==> src/rtl/rc5_key_loader.sv <==
// -----------------------------------------------------------------------------
// rc5_key_loader
//
// Key-bytes-to-words stage of the RC5 key schedule. Reads a B-byte secret key
// one byte per cycle from a synchronous key byte store (highest index first)
// and packs it into C = ceil(B/U) little-endian W-bit words L[0..C-1]. Each
// completed word goes out through the L store write port. L[C-1] is written
// first and L[0] last. Missing top bytes of L[C-1] are zero when B is not a
// multiple of U.
//
// Parameters:
//   W        word width in bits (16, 32 or 64); U = W/8 bytes per word
//   B        key length in bytes (1..255); C = (B+U-1)/U words
//   B_LENGTH key address width
//   C_LENGTH L address width
//
// Ports:
//   clk1        clock, all state changes on the rising edge
//   rst         asynchronous active-high reset
//   start       start a key expansion (only honoured in IDLE)
//   key_sub_i   key byte, valid one cycle after key_address is driven
//   key_address registered byte index presented to the key store
//   L_we        L store write strobe
//   L_address   L word index (0 whenever L_we is low)
//   L_data      L word value (0 whenever L_we is low)
//   busy        high through all LOAD cycles (and WIPE cycles if enabled)
//   done        one-cycle pulse after the final word write
//
// Optional build macro RC5_KEY_LOADER_ZEROIZE_EN adds:
//   abort       in LOAD, stop reading and zero L[C-1]..L[0], one per cycle
//   aborted     one-cycle pulse after the last zero write (no done pulse)
// -----------------------------------------------------------------------------
module rc5_key_loader #(
   parameter int W        = 32,
   parameter int B        = 16,
   parameter int B_LENGTH = 4,
   parameter int C_LENGTH = 2
) (
   input  logic                clk1,
   input  logic                rst,
   input  logic                start,
`ifdef RC5_KEY_LOADER_ZEROIZE_EN
   input  logic                abort,
   output logic                aborted,
`endif
   input  logic [7:0]          key_sub_i,
   output logic [B_LENGTH-1:0] key_address,
   output logic                L_we,
   output logic [C_LENGTH-1:0] L_address,
   output logic [W-1:0]        L_data,
   output logic                busy,
   output logic                done
);

   localparam int U     = W / 8;
   localparam int C     = (B + U - 1) / U;
   localparam int LOG_U = $clog2(U);
   // Byte index widened so the low LOG_U bits always exist, even for tiny B.
   localparam int KW    = B_LENGTH + 3;

   localparam logic [KW-1:0] U_MASK = KW'(U - 1);

   typedef enum logic [2:0] {
      S_IDLE,
      S_LOAD,
      S_DONE
`ifdef RC5_KEY_LOADER_ZEROIZE_EN
      ,
      S_WIPE,
      S_ABORT
`endif
   } state_t;

   state_t              state_reg;
   state_t              state_next;

   logic [B_LENGTH-1:0] key_address_reg;
   logic                addr_done_reg;   // address 0 has been issued
   logic [B_LENGTH-1:0] k_d_reg;         // index of the byte now on key_sub_i
   logic                valid_reg;       // key_sub_i carries a requested byte
   logic [W-1:0]        acc_reg;

   logic                abort_req;
   logic [KW-1:0]       kd_wide;
   logic                word_end;
   logic [C_LENGTH-1:0] word_idx;
   logic [W-1:0]        acc_shift;

`ifdef RC5_KEY_LOADER_ZEROIZE_EN
   logic [C_LENGTH-1:0] wipe_idx_reg;
   assign abort_req = abort && (state_reg == S_LOAD);
`else
   assign abort_req = 1'b0;
`endif

   assign kd_wide   = {3'b000, k_d_reg};
   // Byte k closes a word when it is the lowest byte of that word.
   assign word_end  = (kd_wide & U_MASK) == '0;
   assign word_idx  = C_LENGTH'(kd_wide >> LOG_U);
   assign acc_shift = {acc_reg[W-9:0], key_sub_i};

   assign key_address = key_address_reg;

   // ---------------------------------------------------------------- state reg
   always_ff @(posedge clk1 or posedge rst) begin
      if (rst) begin
         state_reg <= S_IDLE;
      end else begin
         state_reg <= state_next;
      end
   end

   // ---------------------------------------------------------- next-state comb
   always_comb begin
      state_next = state_reg;
      case (state_reg)
         S_IDLE: begin
            if (start) begin
               state_next = S_LOAD;
            end
         end
         S_LOAD: begin
            if (abort_req) begin
`ifdef RC5_KEY_LOADER_ZEROIZE_EN
               state_next = S_WIPE;
`endif
            end else if (valid_reg && (k_d_reg == '0)) begin
               state_next = S_DONE;
            end
         end
         S_DONE: begin
            state_next = S_IDLE;
         end
`ifdef RC5_KEY_LOADER_ZEROIZE_EN
         S_WIPE: begin
            if (wipe_idx_reg == '0) begin
               state_next = S_ABORT;
            end
         end
         S_ABORT: begin
            state_next = S_IDLE;
         end
`endif
         default: begin
            state_next = S_IDLE;
         end
      endcase
   end

   // --------------------------------------------------------------- datapath
   always_ff @(posedge clk1 or posedge rst) begin
      if (rst) begin
         key_address_reg <= '0;
         addr_done_reg   <= 1'b0;
         k_d_reg         <= '0;
         valid_reg       <= 1'b0;
         acc_reg         <= '0;
      end else begin
         case (state_reg)
            S_IDLE: begin
               valid_reg <= 1'b0;
               if (start) begin
                  key_address_reg <= B_LENGTH'(B - 1);
                  addr_done_reg   <= 1'b0;
                  acc_reg         <= '0;
               end
            end
            S_LOAD: begin
               if (abort_req) begin
                  // Freeze the address side; no more key bytes are fetched.
                  valid_reg     <= 1'b0;
                  addr_done_reg <= 1'b1;
               end else begin
                  valid_reg <= !addr_done_reg;
                  if (!addr_done_reg) begin
                     k_d_reg <= key_address_reg;
                     if (key_address_reg == '0) begin
                        addr_done_reg <= 1'b1;
                     end else begin
                        key_address_reg <= key_address_reg - 1'b1;
                     end
                  end
                  if (valid_reg) begin
                     acc_reg <= word_end ? '0 : acc_shift;
                  end
               end
            end
            default: begin
               valid_reg <= 1'b0;
            end
         endcase
      end
   end

`ifdef RC5_KEY_LOADER_ZEROIZE_EN
   always_ff @(posedge clk1 or posedge rst) begin
      if (rst) begin
         wipe_idx_reg <= '0;
      end else if (abort_req) begin
         wipe_idx_reg <= C_LENGTH'(C - 1);
      end else if (state_reg == S_WIPE) begin
         wipe_idx_reg <= wipe_idx_reg - 1'b1;
      end
   end
`endif

   // ------------------------------------------------------------ output comb
   always_comb begin
      L_we      = 1'b0;
      L_address = '0;
      L_data    = '0;
      busy      = 1'b0;
      done      = 1'b0;
`ifdef RC5_KEY_LOADER_ZEROIZE_EN
      aborted   = 1'b0;
`endif
      case (state_reg)
         S_LOAD: begin
            busy = 1'b1;
            if (valid_reg && word_end && !abort_req) begin
               L_we      = 1'b1;
               L_address = word_idx;
               L_data    = acc_shift;
            end
         end
         S_DONE: begin
            done = 1'b1;
         end
`ifdef RC5_KEY_LOADER_ZEROIZE_EN
         S_WIPE: begin
            busy      = 1'b1;
            L_we      = 1'b1;
            L_address = wipe_idx_reg;
         end
         S_ABORT: begin
            aborted = 1'b1;
         end
`endif
         default: begin
            busy = 1'b0;
         end
      endcase
   end

endmodule
==> config.mk <==
export PLATFORM = sky130hd
export DESIGN_NAME = rc5_key_loader
export DESIGN_NICKNAME = d
export VERILOG_FILES = /design/src/rtl/rc5_key_loader.sv
export SDC_FILE = /design/constraint.sdc
export NUM_CORES = 1
export LEC_CHECK = 0
export ABC_AREA = 1
export CORE_ASPECT_RATIO = 0.5
export CORE_MARGIN = 2
export CORE_UTILIZATION = 50
export CTS_BUF_LIST = sky130_fd_sc_hd__clkbuf_2
export DETAILED_ROUTE_END_ITERATION = 6
export GPL_ROUTABILITY_DRIVEN = 0
export PLACE_DENSITY = 0.88
export SETUP_SLACK_MARGIN = 0.05
export SLEW_MARGIN = 5
export SYNTH_ARGS = -nofsm -noshare
export SYNTH_HDL_FRONTEND = slang
export SYNTH_SLANG_ARGS = --single-unit
==> constraint.sdc <==
create_clock -name clk1 -period 1.92 [get_ports clk1]
set_input_delay 0.576 -clock clk1 [delete_from_list [all_inputs] [get_ports clk1]]
set_output_delay 0.576 -clock clk1 [all_outputs]
set_load 0.01 [all_outputs]
Yosys cells after proc, flatten, opt, wreduce, memory -nomap -nowiden
Cells that the tools add are included.
{"block": "totals", "register_bits": 37, "latch_bits": 0, "mem_bits_rw": 0, "rom_bits": 0, "inputBits": 11, "out_inout_bits": 41, "elab_cells": 52, "memories": 0}
{"block": "op_classes", "add_sub_neg": 1, "n_mul": 0, "div": 0, "magnitude_cmp": 0, "n_eq_ne": 7, "shifts": 0, "muxes": 24, "n_bitwise": 1, "reduce_logical": 13}
{"cell": "two-way mux 24 bit", "count": 3}
{"cell": "two-way mux 32 bit", "count": 2}
{"cell": "one-hot mux 24 bit (2 select lines)", "count": 1}
{"cell": "two-way mux 4 bit", "count": 3}
{"cell": "!= test 2 bit, second input constant", "count": 5}
{"cell": "logical NOT 4 bit", "count": 2}
{"cell": "two-way mux 1 bit", "count": 8}
{"cell": "one-hot mux 4 bit (2 select lines)", "count": 1}
{"cell": "logical NOT 7 bit", "count": 1}
{"cell": "two-way mux 3 bit", "count": 2}
{"cell": "one-hot mux 3 bit (2 select lines)", "count": 1}
{"cell": "AND reduction 2 bit", "count": 3}
{"cell": "two-way mux 2 bit", "count": 2}
{"cell": "AND reduction 4 bit", "count": 1}
{"cell": "subtractor 4 x 1 -> 4 bit, second input constant", "count": 1}
{"cell": "equality test 3 x 1 -> 1 bit, second input constant", "count": 1}
{"cell": "equality test 3 x 2 -> 1 bit, second input constant", "count": 1}
{"cell": "logical NOT 3 bit", "count": 1}
{"cell": "AND reduction 3 bit", "count": 1}
{"cell": "logical AND 1 bit", "count": 2}
{"cell": "one-hot mux 1 bit (2 select lines)", "count": 1}
{"cell": "nonzero test 2 bit", "count": 1}
{"cell": "logical NOT 1 bit", "count": 1}
{"cell": "NOT 1 bit", "count": 1}

Logic depth before layout (Yosys ltp)
Gate-level depths: netlist (run 1).
{"block": "depth", "depth_word": 4, "mapped_depth": 8, "mapped_depth_nobuf": 7}

Least setup slack after synthesis (run 1)
Ideal clock, no wire load.
{"block": "synth_path", "kind": "reg2out", "start": "register k_d_reg[1]", "end": "output L_data[10]", "arrival_time_ns": 1.192, "required_time_ns": 1.344, "setup_slack_ns": 0.152, "stages_incl_launch_ff": 5, "path_buffers": 1, "cell_sequence": "dfrtp_1 > nor2_1 > nand3_2 > buf_1 > nor2_1"}
{"block": "synth_between", "elab_chain_cells": 4}
{"item": "start: declaration", "line": "79", "text": "logic [B_LENGTH-1:0] k_d_reg;"}
{"item": "start signal: assignment", "line": "176", "text": "k_d_reg <= key_address_reg;"}
{"item": "logical NOT 7 bit", "line": "98", "text": "assign word_end = (kd_wide & U_MASK) == '0;"}
{"item": "logical AND 1 bit", "line": "220", "text": "if (valid_reg && word_end && !abort_req) begin"}
{"item": "two-way mux 32 bit", "line": "220"}
{"item": "two-way mux 32 bit", "line": "217", "text": "case (state_reg)"}
{"item": "end: declaration", "line": "50", "text": "output logic [W-1:0] L_data,"}
Every way passes these cells.

Final worst setup path (run 1)
{"block": "layout_path", "start": "register state_reg[1]", "end": "output L_data[14]"}
{"block": "layout_between", "elab_chain_cells": 2}
{"item": "start: declaration", "line": "74", "text": "state_t state_reg;"}
{"item": "start signal: assignment", "line": "109", "text": "state_reg <= state_next;"}
{"item": "equality test 3 x 1 -> 1 bit", "line": "217"}
{"item": "two-way mux 32 bit", "line": "217"}
Every way passes these cells.

==> results of run 1 <==
-- critical path: stages (launching register included) --
cell,delay [ps]
dfrtp_2,480
nor2_8,140
nand3_4,130
buf_12,190
nor2_1,130
buf_2,150
-- power breakdown --
| part | total (W) | leakage [nW] | internal (W) | switching [W] |
|---|---|---|---|---|
| clock | 0.000370 | 0.0306 | 0.0000972 | 0.000273 |
| combinational | 0.0000633 | 0.820 | 0.0000310 | 0.0000323 |
| sequential | 0.000759 | 0.491 | 0.000759 | 0 |
-- routing by layer --
metal	part of all wire [%]	GRT usage (%)
met5	0	0
met4	3.9	11.2
met3	5.0	5.35
met2	53	43.4
met1	38	25.1
-- layout by cell type, fill, tap and decap left out, drive strengths merged --
cell / netlist / layout
buf: 9 / 65
inv: 46 / 46
nor2: 43 / 43
dfrtp: 36 / 36
o21ai: 31 / 31
nand3: 30 / 30
nand2: 22 / 22
clkdlybuf4s50: 0 / 10
clkbuf: 1 / 8
dlygate4sd2: 0 / 4
a21oi: 1 / 1
nand4: 1 / 1
ha: 1 / 1
clkinv: 0 / 1
-- stage by stage --
step | hold WS (ps) | std cells | TNS, ps | total power (W) | setup slack, ps
floorplan | 450 | 221 | 0 | 0.000787 | 152
global placement | 465 | 334 | -6400 | 0.000829 | -387
detailed placement | 469 | 334 | -7770 | 0.000830 | -392
CTS | 511 | 348 | -7600 | 0.00118 | -299
global route | 546 | 350 | -11570 | 0.00123 | -383
finish | 506 | 350 | -8220 | 0.00119 | -306
-- final timing paths --
path                            slack, ps  cells past startpoint                      start                         to
worst max-delay path                 -310                      5   state_reg[1]$_DFFE_PP0P_                 L_data[14]
worst min-delay path                  510                      2  addr_done_reg$_DFFE_PP0P_  addr_done_reg$_DFFE_PP0P_
worst max register to register        240                      9   state_reg[1]$_DFFE_PP0P_    acc_reg[15]$_DFFE_PP0P_
worst min register to register        510                      2  addr_done_reg$_DFFE_PP0P_  addr_done_reg$_DFFE_PP0P_
max in group asynchronous            1040                      3                        rst   state_reg[1]$_DFFE_PP0P_
min in group asynchronous             530                      3                        rst     acc_reg[3]$_DFFE_PP0P_
-- repair_timing --
item                       4_1_cts  5_1_grt
gates cloned                     0        1
setup endpoints to repair       41       37
setup buffers                    7        1
gates resized for setup        154       70
-- cell type report --
class / instances / area, um^2 / share of cell area (%)
multi-input cells: 129 / 917 / 32.2
repair buffers: 80 / 747 / 26.3
clock buffers: 7 / 35.0 / 1.23
inverters: 46 / 175 / 6.16
well taps: 51 / 63.8 / 2.24
flip-flops and latches: 36 / 902 / 31.7
clock inverters: 1 / 3.75 / 0.132
-- cell families (layout without fill, tap and decap cells) --
kind of cell | count (synthesis) | in the layout | share of synthesized area [%]
buffers and inverters | 56 | 134 | 12.6
flip-flops | 36 | 36 | 47.4
adder cells (fa/ha/maj) | 1 | 1 | 0.659
AND/OR/NAND/NOR | 96 | 96 | 27.7
AO/OA/AOI/OAI | 32 | 32 | 11.6
==> qor.csv, run 1 <==
stage,metric,value,unit
power,PwrDens,419,nW/um^2
sta,Tmin final,2230,ps
floorplan,Cell Rows,15,
route,via/cell ratio,5.16,
power,Worst VDD drop,354,uV
place,post-DP HPWL,2990,um
place,dpl cell area,2620,um^2
logic_synthesis,async set-or-reset flop fraction in the synthesized netlist,100,%
status,status,"finished, violations left",
clock_tree,CTS tree,built,
logic_synthesis,Seq cells post-synth,36,
sta,final worst slack,-306,ps
route,routed wire length,5510,um
logic_synthesis,Post-Syn Area per Cell,8.59,um^2
route,TritonRoute pass-1 iters,4,
layout,Filler Cell Count,214,
worst_hold_path,Hold Crit Class,reg2reg,
sta,Finish-stage setup viols,36,
floorplan,Die Span Y,47.6,um
clock_tree,clock sinks,36,
floorplan,initial core utilization,53.8,%
global_routing,first-pass GRT wire length,7400,um
sta,Max-slew headroom,70.1,%
worst_setup_path,Worst Setup Path Type,reg2out,
clock_tree,cts hold-fix bufs,0,
layout,P&R area growth vs syn,49.7,%
clock_tree,CTS max path bufs,2,
layout,Nets,310,
global_routing,GRT Total Usage,22.5,%
place,number of port buffers,51,
worst_setup_path,crit path DAT,1650,ps
logic_synthesis,Syn Nets,233,
layout,final core occ,80.6,%
flow_run,maxcap violations,0,
layout,Antenna Cells,0,
worst_setup_path,CP required,1340,ps
logic_synthesis,sequential element share of the synthesized area,47.4,%
worst_setup_path,startpoint types,flip-flop,
route,drt drc,0,
clock_tree,Clock Pin Slew Worst Setup and Hold Paths,180,ps
logic_synthesis,Cells after Synth,221,
route,DR iter-0 viols,107,
sta,fin. max-slew vios,0,
floorplan,core area,3530,um^2
layout,Largest register FFs,24,
logic_synthesis,Cell variety after synth,20,
clock_tree,"Clk Latency, worst-skew pair",430,ps
floorplan,die area,4340,um^2
layout,post-route cell area,2840,um^2
logic_synthesis,most frequent cell after synthesis,inv_1,
logic_synthesis,"EDFF count, synth",0,
global_routing,antenna violations before repair,0,
logic_synthesis,Syn Std Cell Area,1900,um^2
route,drt wl/cell,15.7,um
clock_tree,H-tree depth,2,
global_routing,gr ovfl total,0,
global_routing,vias in the first global route,1659,
logic_synthesis,Synth top cells by count,"inv_1 (42), nor2_1 (41), dfrtp_1 (36)",
logic_synthesis,Yosys warning count,0,
floorplan,die width,91.2,um
route,via count,1807,
logic_synthesis,largest area contributor in the netlist,dfrtp_1,
clock_tree,TritonCTS buffer count,5,
logic_synthesis,top post-synthesis cells by area,"dfrtp_1 (47%), nand3_2 (10%), inv_1 (8.3%)",
global_routing,largest net degree at the start of global routing,37,
floorplan,# IOs,52,
status,failing checks,setup timing,
power,leakage power,1.34,nW
sta,Fmax,449,MHz
sta,Least-Margin Pin Slew,449,ps
logic_synthesis,Synth top area share,47.4,%
worst_setup_path,crit-path max FO,18,
route,Antenna Nets Post-Route,0,
sta,clk_skew,15.1,ps
sta,Final Hold Viols,0,
worst_setup_path,Worst setup EP type,output pin,
sta,RSZ-0062 raised after global routing,true,
layout,fraction of layout cells with a size suffix above 1,48.2,%
logic_synthesis,Synth Flop Type,dfrtp_1,
clock_tree,CTS root buf,clkbuf_2,
sta,final worst-path cycle share,116,%
Note: power is estimated with default switching activity, not from simulation.
==> inputs of run 2 (changes only) <==
==> constraint.sdc (replaced) <==
create_clock -name clk1 -period 1.92 [get_ports clk1]
set_input_delay 0.576 -clock clk1 [delete_from_list [all_inputs] [get_ports clk1]]
set_output_delay 0.576 -clock clk1 [all_outputs]
set_load 0.005 [all_outputs]
==> qor.csv, run 2 (same netlist as run 1, synthesis figures left out) <==
stage,metric,value,unit,change
power,Worst VDD drop,366,uV,was 354 uV
clock_tree,H-tree depth,2,,unchanged
floorplan,# IOs,52,,unchanged
layout,P&R area growth vs syn,49.0,%,was 49.7%
place,post-DP HPWL,3020,um,was 2990 um
layout,fraction of layout cells with a size suffix above 1,49.7,%,was 48.2%
clock_tree,CTS tree,built,,unchanged
route,routed wire length,5040,um,was 5510 um
route,via count,1743,,was 1807
layout,FF/Latch Area,902,um^2,unchanged
layout,Largest register FFs,24,,unchanged
layout,area of the multi-input gates,910,um^2,was 917 um^2
floorplan,die area,4340,um^2,unchanged
sta,RSZ-0062 raised after global routing,true,,unchanged
sta,Final Hold Viols,0,,unchanged
clock_tree,CTS max path bufs,2,,unchanged
worst_setup_path,startpoint types,flip-flop,,unchanged
global_routing,GRT Total Usage,23.6,%,was 22.5%
layout,"most common cell after layout, fill and taps aside",inv_1,,unchanged
sta,clk_skew,32.3,ps,was 15.1 ps
sta,Finish-stage setup viols,35,,was 36
sta,final worst slack,-294,ps,was -306 ps
floorplan,Die Span Y,47.6,um,unchanged
sta,worst hold slack,517,ps,was 506 ps
worst_setup_path,crit path DAT,1640,ps,was 1650 ps
sta,final worst-path cycle share,115,%,was 116%
clock_tree,"Clk Latency, worst-skew pair",380,ps,was 430 ps
route,via/cell ratio,4.91,,was 5.16
status,status,"finished, violations left",,unchanged
layout,"commonest non-fill, non-tap cells in the layout","inv_1 (42), dfrtp_1 (35), buf_2 (34), buf_4 (23), nand2_1 (19)",,"was inv_1 (42), dfrtp_1 (35), buf_4 (21)"
worst_setup_path,CP required,1340,ps,about the same
place,dpl cell area,2620,um^2,unchanged
sta,Fmax,452,MHz,was 449 MHz
global_routing,first-pass GRT wire length,7790,um,was 7400 um
floorplan,Cell Rows,15,,unchanged
global_routing,gr ovfl total,0,,unchanged
layout,Filler Cell Count,223,,was 214
clock_tree,Clock Pin Slew Worst Setup and Hold Paths,200,ps,was 180 ps
power,PwrDens,403,nW/um^2,was 419 nW/um^2
power,leakage power,1.41,nW,was 1.34 nW
status,failing checks,setup timing,,unchanged
sta,Max-slew headroom,69.0,%,was 70.1%
route,drt drc,0,,unchanged
sta,fin. max-slew vios,0,,unchanged
layout,Antenna Cells,0,,unchanged
global_routing,vias in the first global route,1774,,was 1659
layout,Post-Layout Cell Count,355,,was 350
worst_setup_path,Worst Setup Path Type,reg2out,,unchanged
route,TritonRoute pass-1 iters,4,,unchanged
place,pre-CTS setup slack,-367,ps,was -392 ps
route,drt wl/cell,14.2,um,was 15.7 um
floorplan,die width,91.2,um,unchanged
global_routing,largest net degree at the start of global routing,37,,unchanged
place,number of placed cells counting well taps,334,,unchanged
global_routing,antenna violations before repair,0,,unchanged
flow_run,maxcap violations,0,,unchanged
clock_tree,CTS root buf,clkbuf_2,,unchanged
sta,Final TNS setup,-7810,ps,was -8220 ps
place,number of port buffers,51,,unchanged
route,DR iter-0 viols,76,,was 107
layout,Nets,316,,was 310
floorplan,core area,3530,um^2,unchanged
floorplan,initial core utilization,53.8,%,unchanged
worst_hold_path,Hold Crit Class,reg2reg,,unchanged
clock_tree,TritonCTS buffer count,5,,unchanged
sta,Tmin final,2210,ps,was 2230 ps
clock_tree,clock sinks,36,,unchanged
worst_setup_path,crit-path max FO,8,,was 18
layout,post-route cell area,2830,um^2,was 2840 um^2
route,Antenna Nets Post-Route,0,,unchanged
worst_setup_path,Worst setup EP type,output pin,,unchanged
sta,Least-Margin Pin Slew,465,ps,was 449 ps
==> run 2: changes by cell type in the layout (fill, tap and decap cells not counted), sizes merged <==
cell / change
buf: +7
clkbuf: -3
clkinv: +1
dlygate4sd2: -3
dlymetal6s2s: +3
==> run 2: power breakdown <==
part	internal (W)	switching, W	leakage, nW
sequential	0.000759	0	0.491
combinational	0.0000307	0.0000280	0.894
clock	0.0000752	0.000249	0.0239
==> run 2: metal layers <==
layer | up-vias | wire length (um) | track usage, %
met3 | 6 | 181 | 6.61
met5 | - | 0 | 0
met4 | 0 | 49 | 8.48
met1 | 849 | 2090 | 25.9
met2 | 36 | 2720 | 47.0
li1 | 852 | - | -
==> run 2: worst max-delay path: stages, from the launching register on <==
cell and delay (ps):
dfrtp_1 450, nor2_4 160, nand3_4 120, buf_6 150, buf_12 140, nor2_2 90
buf_2 130
==> run 2: path summary, 6_finish.rpt <==
check / end / start / slack (ps) / cells past startpoint
worst min-delay path: addr_done_reg$_DFFE_PP0P_ / addr_done_reg$_DFFE_PP0P_ / 520 / 2
worst max register to register: acc_reg[8]$_DFFE_PP0P_ / state_reg[0]$_DFFE_PP0P_ / 330 / 9
worst min register to register: addr_done_reg$_DFFE_PP0P_ / addr_done_reg$_DFFE_PP0P_ / 520 / 2
max in group asynchronous: state_reg[1]$_DFFE_PP0P_ / rst / 1000 / 3
min in group asynchronous: acc_reg[4]$_DFFE_PP0P_ / rst / 570 / 3
worst max-delay path: L_data[8] / k_d_reg[1]$_DFFE_PP0P_ / -290 / 6
==> run 2: final cells by class <==
type	instances	share of cell area, %
Inverter	46	6.19
Tap cell	51	2.25
Clock inverter	2	0.265
Multi-Input combinational cell	129	32.1
Timing Repair Buffer	86	26.4
Sequential cell	36	31.9
Clock buffer	5	0.884
==> run 2: repair_timing <==
item                                    in CTS  in global routing
gates resized for setup                    178                 37
buffers inserted                             9                  5
gates cloned                                 3                  0
hold buffers                                 0                  0
endpoints found under the setup margin      40                 40
pin swaps                                    7                  4
==> run 2: metrics by stage <==
step,util (%),power (W)
3_5_place_dp,74.1,0.000830
6_report,80.2,0.00114
5_1_grt,80.2,0.00119
2_1_floorplan,-,0.000787
4_1_cts,76.5,0.00114
3_3_place_gp,74.1,0.000829
==> inputs of run 3 (changes only) <==
- CAP_MARGIN: not set -> 20
==> results of run 3 <==
The final DEF is identical to that of run 2; final timing and power are the same.
